## config.mk

```make
export PLATFORM = sky130hd
export DESIGN_NAME = key_event_queue
export DESIGN_NICKNAME = d
export VERILOG_FILES = /design/src/rtl/key_event_queue.sv
export SDC_FILE = /design/constraint.sdc
export NUM_CORES = 1
export LEC_CHECK = 0
export BUFFER_PORTS_ARGS = -buffer_cell sky130_fd_sc_hd__buf_2
export CORE_ASPECT_RATIO = 0.7
export CORE_MARGIN = 4
export CORE_UTILIZATION = 28
export CTS_BUF_LIST = sky130_fd_sc_hd__clkbuf_4 sky130_fd_sc_hd__clkbuf_8
export CTS_CLUSTER_DIAMETER = 100
export DETAILED_ROUTE_END_ITERATION = 7
export SLEW_MARGIN = 20
export SYNTH_ARGS = -nofsm -noshare
export SYNTH_HDL_FRONTEND = slang
export SYNTH_SLANG_ARGS = --single-unit
export TNS_END_PERCENT = 1
```

## constraint.sdc

```tcl
create_clock -name clk -period 2.65 [get_ports clk]
set_input_delay 0.265 -clock clk [delete_from_list [all_inputs] [get_ports clk]]
set_output_delay 0.265 -clock clk [all_outputs]
set_load 0.01 [all_outputs]
```

## src/rtl/key_event_queue.sv

```systemverilog
// Turns the scanner's level-style key-down/keycode pair into one debounced event
// per press, held in a small FIFO that the game FSM drains over valid/ready.
module key_event_queue #(
  parameter int DEPTH   = 4,
  parameter int HOLDOFF = 1024
) (
  input  logic                       clk,
  input  logic                       rst_n,
  input  logic                       key_level,
  input  logic [3:0]                 key_code,
  input  logic                       flush,
  output logic                       out_valid,
  output logic [3:0]                 out_code,
  input  logic                       out_ready,
  output logic [$clog2(DEPTH):0]     count,
  output logic                       overflow
);

  localparam int PW = $clog2(DEPTH);
  localparam int CW = PW + 1;
  localparam int HW = $clog2(HOLDOFF + 1);

  logic          s1_q, s2_q, s3_q;
  logic [HW-1:0] hold_q, hold_d;
  logic [PW-1:0] rd_q, rd_d, wr_q, wr_d;
  logic [CW-1:0] count_q, count_d;
  logic          ovf_q, ovf_d;
  logic [3:0]    mem_q [DEPTH];

  logic push_req, push, pop, full;

  assign full     = (count_q == CW'(DEPTH));
  assign push_req = s2_q & ~s3_q & (hold_q == '0);
  assign pop      = (count_q != '0) & out_ready & ~flush;
  // A full FIFO still takes the push when the head leaves in the same cycle.
  assign push     = push_req & (~full | pop) & ~flush;

  always_comb begin
    hold_d = hold_q;
    if (push_req) begin
      hold_d = HW'(HOLDOFF);
    end else if (hold_q != '0) begin
      hold_d = s2_q ? HW'(HOLDOFF) : hold_q - HW'(1);
    end
  end

  always_comb begin
    rd_d    = rd_q;
    wr_d    = wr_q;
    count_d = count_q;
    ovf_d   = ovf_q;
    if (flush) begin
      rd_d    = '0;
      wr_d    = '0;
      count_d = '0;
      ovf_d   = 1'b0;
    end else begin
      if (push) wr_d = wr_q + PW'(1);
      if (pop)  rd_d = rd_q + PW'(1);
      if (push && !pop)      count_d = count_q + CW'(1);
      else if (pop && !push) count_d = count_q - CW'(1);
      if (push_req && full && !pop) ovf_d = 1'b1;
    end
  end

  always_ff @(posedge clk) begin
    if (!rst_n) begin
      s1_q    <= 1'b0;
      s2_q    <= 1'b0;
      s3_q    <= 1'b0;
      hold_q  <= '0;
      rd_q    <= '0;
      wr_q    <= '0;
      count_q <= '0;
      ovf_q   <= 1'b0;
    end else begin
      s1_q    <= key_level;
      s2_q    <= s1_q;
      s3_q    <= s2_q;
      hold_q  <= hold_d;
      rd_q    <= rd_d;
      wr_q    <= wr_d;
      count_q <= count_d;
      ovf_q   <= ovf_d;
    end
  end

  always_ff @(posedge clk) begin
    if (!rst_n) begin
      for (int i = 0; i < DEPTH; i++) mem_q[i] <= 4'h0;
    end else if (push) begin
      mem_q[wr_q] <= key_code;
    end
  end

  assign out_valid = (count_q != '0);
  assign out_code  = mem_q[rd_q];
  assign count     = count_q;
  assign overflow  = ovf_q;

endmodule

```

==> run summary <==
Total Routing Usage GR: 10.2%
Yosys reg bits: 40
Boundary Pins: 18
Final hold vios: 0
Root Buffer: clkbuf_8
Iter 0 DRT Violations: 61
Largest fanout on the critical path: 4
Reg-to-Reg End: mem_q[1][1]
Layout area overhead: 18.7%
Worst Setup SP: hold_q[0]
Netlist cell types: 43
CTS Buffer Depth: 2
Clock skew: 11.1 ps
Final setup violation count: 0
Max-cap violations: 0
Final worst-path cycle share: 95.8%
Mean Syn Cell Area: 10.6 um2
Initial antenna violation count: 0
Number of synthesized flops with an enable pin: 16
Area of the multi-input gates: 832 um2
Most common cell after layout, fill and taps aside: nor2_1
Sw Share: 35.0%
Outcome: finished clean
Pwr Density: 984 nW/um2
Area of the core: 6280 um2
Slew headroom: 53.1%
# clock sinks: 40
Hold Slack: 180 ps
H-tree levels: 2
HP Class: in2reg
Worst hold path startpoint: key_level
CP startpoint kind: register
Number of fill cells: 631
Synthesized Nets: 186
Worst-path cell chain: inv_1 -> ha_1 -> or4b_4 -> or4_4 -> or2_1 -> o21ai_1
Vias in the first global route: 1233
Reg2Reg Setup Slack: 110 ps
DRC: 0
Final ANT Viol Nets: 0
Maximum vdd drop: 573 uV
First-pass GRT wire length: 6150 um
Crit-path max cell delay: 500 ps
Worst path required time: 2620 ps
Setup crit end: mem_q[1][1]
DIE AREA: 7910 um2
DR pass1 iterations: 4
Critical Path AT: 2500 ps
Avg WL per Cell: 13.4 um
R2R depth: 6
# rows: 24
HPWL after detailed placement: 2850 um
Slowest cell on crit path: or4b_4
Pin count of the biggest net entering global routing: 18
F_max: 0.394 GHz
Routability cong.: 0.785
Via-to-Cell Ratio: 4.62
Cts bufs inserted: 5
Final cell count without fillers: 279
Setup bufs post-CTS: 0
Initial Util: 29.1%
Setup Crit Path Kind: reg2reg
Clk pin slew, worst setup/hold paths: 90 ps
Diodes inserted: 0
Die extent in y: 75.6 um
Cell area after synthesis: 1830 um2
Most frequent cells in the layout: 27 x nor2_1, 24 x dfxtp_1, 17 x buf_2
Leakage power: 0.867 nW
Ys async rst share: 0%
Register Area: 961 um2
Logic pwr share: 37.3%
Mapped Cells: 173
TritonCTS clock tree: done
Clock Latency Late Sink: 300 ps
Port Buffers: 17
Placed Instances: 271
Reg power frac: 38.9%
Final nets: 213
Post-synth top flop: dfxtp_1
Routed via count: 1290
Slew Limit Fails: 0
P_int: 1.39 mW
Tmin final: 2540 ps
Clock network power share: 23.8%
R2R Path Start: hold_q[0]
Switching power: 0.746 mW
Total congestion overflow: 0
Die X: 105 um
Unrepaired setup endpoints after global routing: yes
Worst Tran Pin Value: 698 ps
Buffers plus inverters on the worst setup path: 1
Share of cells above drive strength 1: 20.4%
Post-synthesis sequential area ratio: 52.6%
Yosys Warn Count: 0
Crit. End Element: register
Routed WL: 3750 um
CP Depth: 6
Crit-path leading delay family: simple AND/OR/NAND/NOR gates
[flip-flops by register name (all words and copies together), names as in the netlist, named ones only]
| register | cells |
|---|---|
| hold_q | 11 |
| s3_q | 1 |
| overflow | 1 |
| wr_q | 2 |
| rd_q | 2 |
| count | 3 |
| s1_q | 1 |
| s2_q | 1 |
| mem_q | 16 |
[cell families (layout without fill, tap and decap cells)]
kind of cell / Yosys count / count (layout) / share of synthesized area (%)
xor gates and xnor gates: 7 / 7 / 3.35
muxes: 7 / 7 / 6.57
adders and majority gates: 4 / 4 / 3.15
buffers and inverters: 13 / 41 / 2.67
and+or+nand+nor: 78 / 78 / 22.8
AOI/OAI and AO/OA: 24 / 24 / 8.90
DFF: 40 / 40 / 52.6
[synth_stat cells, drive strengths merged, types with 4 or more instances]
master,number,area [um2]
nor2,27,101
o21ai,5,25.0
nand2,10,37.5
or4,4,37.5
edfxtp,16,480
nand3,8,40.0
inv,11,41.3
a21oi,6,30.0
dfxtp,24,480
xor2,5,43.8
mux4,4,90.1
[through the flow]
stage | area, um2 | setup WS [ps] | util, % | setup TNS [ps] | total power, mW
5_1_grt | 2170 | -34.2 | 34.6 | -188 | 2.28
6_report | 2170 | 112 | 34.6 | 0 | 2.13
3_3_place_gp | 2050 | 26.5 | 32.6 | 0 | 1.62
3_5_place_dp | 2050 | 16.1 | 32.6 | 0 | 1.62
4_1_cts | 2160 | 8.51 | 34.4 | 0 | 2.13
2_1_floorplan | 1830 | 98.2 | - | 0 | 1.41
[cell type report]
type | count | share of cell area (%)
clock inverters | 3 | 2.13
multi-input cells | 120 | 38.4
repair buffers | 22 | 5.65
inverters | 11 | 1.90
clock buffers | 5 | 3.17
well taps | 78 | 4.50
flip-flops and latches | 40 | 44.3
[power groups by stage]
stage | clock, mW | sequential [mW] | combinational [mW]
2_1_floorplan | 0 | 0.820 | 0.585
3_3_place_gp | 0 | 0.841 | 0.778
3_5_place_dp | 0 | 0.844 | 0.775
4_1_cts | 0.525 | 0.829 | 0.779
5_1_grt | 0.552 | 0.847 | 0.886
6_report | 0.507 | 0.831 | 0.796
[worst min-delay path by stage]
stage	endpoint	slack, ps	cells after the start
floorplan	s1_q	390	1
global placement	s2_q	420	1
detailed placement	s2_q	420	1
CTS	s1_q	170	2
global route	s1_q	190	2
finish	s1_q	180	2
[layer usage]
layer  wire [um]  track usage, %
met1        2120            15.6
met2        1420            13.5
met3         182            3.13
met4          28            3.06
met5           0               0
[repair_timing]
action	CTS	global route
gates resized for setup	0	2
hold buffers	0	0
endpoints found under the setup margin	0	13
Note: power is estimated with default switching activity, not from simulation.
